==> src/rtl/bir_pkg.sv <==
// Shared definitions for the bus interface register FIFO: parameter limits,
// the output-enable reduction and the occupancy counter width helper.
package bir_pkg;

    localparam int unsigned MIN_WIDTH  = 1;
    localparam int unsigned MAX_WIDTH  = 64;
    localparam int unsigned MIN_DEPTH  = 2;
    localparam int unsigned MAX_DEPTH  = 16;
    localparam int unsigned MIN_NUM_OE = 1;
    localparam int unsigned MAX_NUM_OE = 8;

    // True only when every enable bit is asserted (low); callers zero-extend.
    function automatic logic all_low(input logic [MAX_NUM_OE-1:0] v);
        return ~|v;
    endfunction

    // Count must represent 0..DEPTH inclusive, hence one bit beyond the pointer.
    function automatic int unsigned cnt_w(input int unsigned depth);
        return $clog2(depth) + 1;
    endfunction

endpackage

==> src/rtl/bus_interface_register_fifo_storage.sv <==
// WIDTH x DEPTH register array with one write port and an asynchronous read
// port; cleared to zero by the synchronous reset.
module bir_storage
    import bir_pkg::*;
#(
    parameter int unsigned WIDTH = 8,
    parameter int unsigned DEPTH = 4
) (
    input  logic                     clk,
    input  logic                     rst,
    input  logic                     we,
    input  logic [$clog2(DEPTH)-1:0] waddr,
    input  logic [WIDTH-1:0]         wdata,
    input  logic [$clog2(DEPTH)-1:0] raddr,
    output logic [WIDTH-1:0]         rdata
);

    logic [DEPTH-1:0][WIDTH-1:0] mem_q;
    logic [DEPTH-1:0][WIDTH-1:0] mem_d;

    always_comb begin
        mem_d = mem_q;
        if (we) begin
            mem_d[waddr] = wdata;
        end
    end

    always_ff @(posedge clk) begin
        if (rst) begin
            mem_q <= '0;
        end else begin
            mem_q <= mem_d;
        end
    end

    assign rdata = mem_q[raddr];

endmodule

==> src/rtl/bus_interface_register_fifo.sv <==
// Elastic bus interface register: DEPTH-entry FIFO with valid/ready handshakes,
// active-low clear, active-low clock enable and multi-bit active-low output enable.
module bus_interface_register_fifo
    import bir_pkg::*;
#(
    parameter int unsigned WIDTH  = 8,
    parameter int unsigned DEPTH  = 4,
    parameter int unsigned NUM_OE = 3
) (
    input  logic                   clk,
    input  logic                   rst,
    input  logic                   clr_n,
    input  logic                   clken_n,
    input  logic [WIDTH-1:0]       d,
    input  logic                   in_valid,
    output logic                   in_ready,
    input  logic [NUM_OE-1:0]      oe_n,
    output logic [WIDTH-1:0]       q,
    output logic                   q_en,
    output logic                   out_valid,
    input  logic                   out_ready,
    output logic [$clog2(DEPTH):0] count
);

    localparam int unsigned PTR_W = $clog2(DEPTH);
    localparam int unsigned CNT_W = cnt_w(DEPTH);

    if (WIDTH < MIN_WIDTH || WIDTH > MAX_WIDTH) begin : g_bad_width
        $error("WIDTH out of range");
    end
    if (DEPTH < MIN_DEPTH || DEPTH > MAX_DEPTH || (DEPTH & (DEPTH - 1)) != 0) begin : g_bad_depth
        $error("DEPTH must be a power of two in range");
    end
    if (NUM_OE < MIN_NUM_OE || NUM_OE > MAX_NUM_OE) begin : g_bad_num_oe
        $error("NUM_OE out of range");
    end

    logic [PTR_W-1:0]      wr_ptr_q, wr_ptr_d;
    logic [PTR_W-1:0]      rd_ptr_q, rd_ptr_d;
    logic [CNT_W-1:0]      count_q, count_d;
    logic [MAX_NUM_OE-1:0] oe_ext;
    logic [WIDTH-1:0]      rdata;
    logic                  full;
    logic                  push;
    logic                  pop;

    always_comb begin
        oe_ext             = '0;
        oe_ext[NUM_OE-1:0] = oe_n;
    end

    assign q_en      = all_low(oe_ext);
    assign full      = (count_q == CNT_W'(DEPTH));
    assign in_ready  = !full && !clken_n && clr_n && !rst;
    assign out_valid = (count_q != '0) && q_en && !clken_n && clr_n;
    assign push      = in_valid && in_ready;
    assign pop       = out_valid && out_ready;
    assign q         = q_en ? rdata : '0;
    assign count     = count_q;

    // Handshake terms already carry clken_n/clr_n gating; clear only needs resets.
    always_comb begin
        wr_ptr_d = wr_ptr_q;
        rd_ptr_d = rd_ptr_q;
        count_d  = count_q;
        if (!clr_n) begin
            wr_ptr_d = '0;
            rd_ptr_d = '0;
            count_d  = '0;
        end else begin
            if (push) begin
                wr_ptr_d = wr_ptr_q + PTR_W'(1);
            end
            if (pop) begin
                rd_ptr_d = rd_ptr_q + PTR_W'(1);
            end
            if (push && !pop) begin
                count_d = count_q + CNT_W'(1);
            end else if (pop && !push) begin
                count_d = count_q - CNT_W'(1);
            end
        end
    end

    always_ff @(posedge clk) begin
        if (rst) begin
            wr_ptr_q <= '0;
            rd_ptr_q <= '0;
            count_q  <= '0;
        end else begin
            wr_ptr_q <= wr_ptr_d;
            rd_ptr_q <= rd_ptr_d;
            count_q  <= count_d;
        end
    end

    bir_storage #(
        .WIDTH (WIDTH),
        .DEPTH (DEPTH)
    ) u_storage (
        .clk   (clk),
        .rst   (rst),
        .we    (push),
        .waddr (wr_ptr_q),
        .wdata (d),
        .raddr (rd_ptr_q),
        .rdata (rdata)
    );

endmodule
==> config.mk <==
export PLATFORM = sky130hd
export DESIGN_NAME = bus_interface_register_fifo
export DESIGN_NICKNAME = d
export VERILOG_FILES = /design/src/rtl/bir_pkg.sv /design/src/rtl/bus_interface_register_fifo_storage.sv /design/src/rtl/bus_interface_register_fifo.sv
export SDC_FILE = /design/constraint.sdc
export NUM_CORES = 1
export LEC_CHECK = 0
export CAP_MARGIN = 20
export CORE_ASPECT_RATIO = 0.5
export CORE_MARGIN = 3
export CORE_UTILIZATION = 30
export DETAILED_ROUTE_END_ITERATION = 8
export PLACE_DENSITY_LB_ADDON = 0.2
export SLEW_MARGIN = 20
export SYNTH_ARGS = -nofsm -noshare
export SYNTH_HDL_FRONTEND = slang
export SYNTH_HIERARCHICAL = 1
export SYNTH_SLANG_ARGS = --single-unit
==> constraint.sdc <==
create_clock -name clk -period 2.8 [get_ports clk]
set_input_delay 0.56 -clock clk [delete_from_list [all_inputs] [get_ports clk]]
set_output_delay 0.56 -clock clk [all_outputs]
set_load 0.01 [all_outputs]
==> flow_summary.json <==
{
  "hold_violations": 0,
  "power.ir.vdd_worst_v": 0.000225,
  "vias": 1382,
  "firstDrtPassIters": 4,
  "layout-drive-gt1-share": 0.123,
  "seqPwrFrac": 0.469,
  "drv_slew": 0,
  "yosysWarningCount": 6,
  "crit_chain": "clkdlybuf4s50_1 -> or3_4 -> inv_1 -> buf_12 -> clkdlybuf4s50_1",
  "outcome": "finished clean",
  "swShare": 0.218,
  "clk_path_buf_depth": 2,
  "htreeDepth": 2,
  "layout_worst_path_cycle_share": 0.954,
  "cp.required_ns": 2.24,
  "cap_violations": 0,
  "synth_top_area_cell": "dfxtp_1",
  "critical_path_class": "in -> out",
  "grt_max_degree": 43,
  "grt_use_total": 0.119,
  "area_delta_synth_final_pct": 30.1,
  "gp_congestion": 0.728,
  "clock_skew_ns": 0.00300,
  "slowest_stage": "clkdlybuf4s50_1",
  "final.setup.tns_ns": 0,
  "fin_util": 0.430,
  "most-common-layout-cells": "nand2b_1, dfxtp_1, mux2i_1",
  "die_area_um2": 7510,
  "rows": 19,
  "power_density_nw_per_um2": 475,
  "hold_path.class": "reg -> reg",
  "overflow": 0,
  "p_clk_frac": 0.461,
  "p_sw_uw": 260,
  "drtIter0Drc": 51,
  "core_area_um2": 5850,
  "synth-seq-cells": 39,
  "nFillCells": 581,
  "synth_area_leaders": "dfxtp_1, mux2i_1, nand2b_1",
  "final_nets": 237,
  "period_needed_ns": 2.67,
  "endpoint_kind": "output port",
  "vias_per_cell": 4.56,
  "grt_pass1_wl_mm": 6.98,
  "synth-seq-area-share": 0.404,
  "yosys.area.top_type_share": 0.404,
  "netlist_area_um2": 1930,
  "cts_resized": 8,
  "tightest_slew_ns": 0.587,
  "cts_buffers": 5,
  "slew_headroom": 0.608,
  "cts_tree": "yes",
  "die_h_um": 62.8,
  "clk_pin_slew_ns": 0.06,
  "start_util": 0.331,
  "crit_path_max_fanout": 9,
  "port_buffers": 30,
  "drt-total-wl_mm": 4.16,
  "clock_sinks": 39,
  "path_delay_family": "buffers and inverters",
  "rsz0062_at_grt": "no",
  "power_leakage_uw": 0.00109,
  "drc": 0,
  "setup.worst_path.start": "oe_n[2]",
  "io_pins": 31,
  "syn-num-nets": 200,
  "grt_pass1_vias": 1413,
  "cts_hold_buf": 0,
  "finalSetupViolations": 0,
  "antenna_found_initial": 0,
  "path_buf_inv": 4,
  "reg2reg_from": "count[0]$_SDFFE_PP0P_",
  "diodes": 0,
  "cp.arrival_ns": 2.11,
  "final_common_cell": "nand2b_1",
  "fp.dieW_um": 120,
  "internal_power_uw": 936,
  "post_drt_wl_per_cell_um": 13.7,
  "synthCells": 181,
  "start_kind": "input port",
  "crit_top_cell": "clkdlybuf4s50_1",
  "worstSkewPairLatency_ns": 0.28,
  "postRouteAntennaNets": 0,
  "critPathMaxStageDelay_ns": 0.53,
  "post-cts-setup-buffers": 0,
  "root_buffer": "clkbuf_16",
  "hold_start": "u_storage/mem_q[27]$_SDFFE_PP0P_",
  "clock.fmax_ghz": 0.374,
  "dp_hpwl_mm": 2.95,
  "avgSynthCellArea_um2": 10.7,
  "combPwrFrac": 0.070,
  "ys_types": 31
}
## synthesized netlist by cell type, drive strengths merged
library cell  count
o41ai             1
nor3b             1
o311ai            1
ha                1
nor3              3
a21oi             3
nand2b           43
buf               4
inv               3
xor2              2
or3               3
nand3             1
mux4              8
nor2b             1
dfxtp            39
and3b             2
o31ai             1
nand3b            3
nand4bb           1
nand2             3
fa                1
and2              8
or4               1
clkbuf            6
or3b              1
mux2i            34
nor2              3
o21ai             2
nor4              1
## kinds of logic after synthesis
| logic type | after synthesis | share of synthesized area |
|---|---|---|
| simple gates | 75 | 0.245 |
| mux | 42 | 0.269 |
| flops | 39 | 0.404 |
| buf+inv | 13 | 0.0310 |
| compound gates | 8 | 0.0259 |
| xor+xnor | 2 | 0.00906 |
| fa+ha+maj | 2 | 0.0168 |
## final cells by class
cell class / instances / area [µm²] / share of cell area
well taps: 84 / 105 / 0.0418
multi-input cells: 129 / 1090 / 0.435
clock buffers: 5 / 125 / 0.0497
inverters: 3 / 11.3 / 0.00448
clock inverters: 3 / 20.0 / 0.00796
repair buffers: 40 / 380 / 0.151
flip-flops and latches: 39 / 781 / 0.310
## per-stage QoR
step / power (µW) / area, µm² / cells / setup slack, ns / hold WS, ns
2_1_floorplan: 614 / 1930 / 181 / 0.405 / 0.439
3_3_place_gp: 657 / 2380 / 295 / -0.00249 / 0.456
3_5_place_dp: 658 / 2380 / 295 / -0.0128 / 0.463
4_1_cts: 1220 / 2510 / 303 / 0.0559 / 0.475
5_1_grt: 1250 / 2520 / 303 / 0.0694 / 0.495
6_report: 1200 / 2520 / 303 / 0.128 / 0.472
## metal layers
metal / GRT usage / wire length, µm
met5: 0 / 0
met4: 0.0556 / 58
met3: 0.0344 / 171
met2: 0.181 / 1840
met1: 0.157 / 2090
## final timing paths
| check | depth (start not counted) | to | slack [ns] |
|---|---|---|---|
| min reg2reg | 2 | u_storage/mem_q[27]$_SDFFE_PP0P_ | 0.47 |
| min | 2 | u_storage/mem_q[27]$_SDFFE_PP0P_ | 0.47 |
| max reg2reg | 9 | count[2]$_SDFFE_PP0P_ | 0.53 |
| max | 5 | q_en | 0.13 |
## worst min-delay path, delay by kind of cell, from the launching register on
| kind | cells | cell delay (ns) |
|---|---|---|
| flops | 1 | 0.31 |
| mux | 1 | 0.06 |
| simple gates | 1 | 0.06 |
## flip-flops by register name, indices dropped and copies added (netlist names)
signal / count
count: 3
wr_ptr_q: 2
rd_ptr_q: 2
u_storage/mem_q: 32
## power groups by stage
stage / logic, µW / registers [µW] / clock network, µW
final: 83.2 / 561 / 552
after global placement: 84.0 / 573 / 0
after global routing: 90.9 / 561 / 596
after floorplan: 41.2 / 573 / 0
after detailed placement: 84.6 / 573 / 0
after CTS: 84.6 / 561 / 574
No activity file was read; power rests on OpenSTA's default activity.
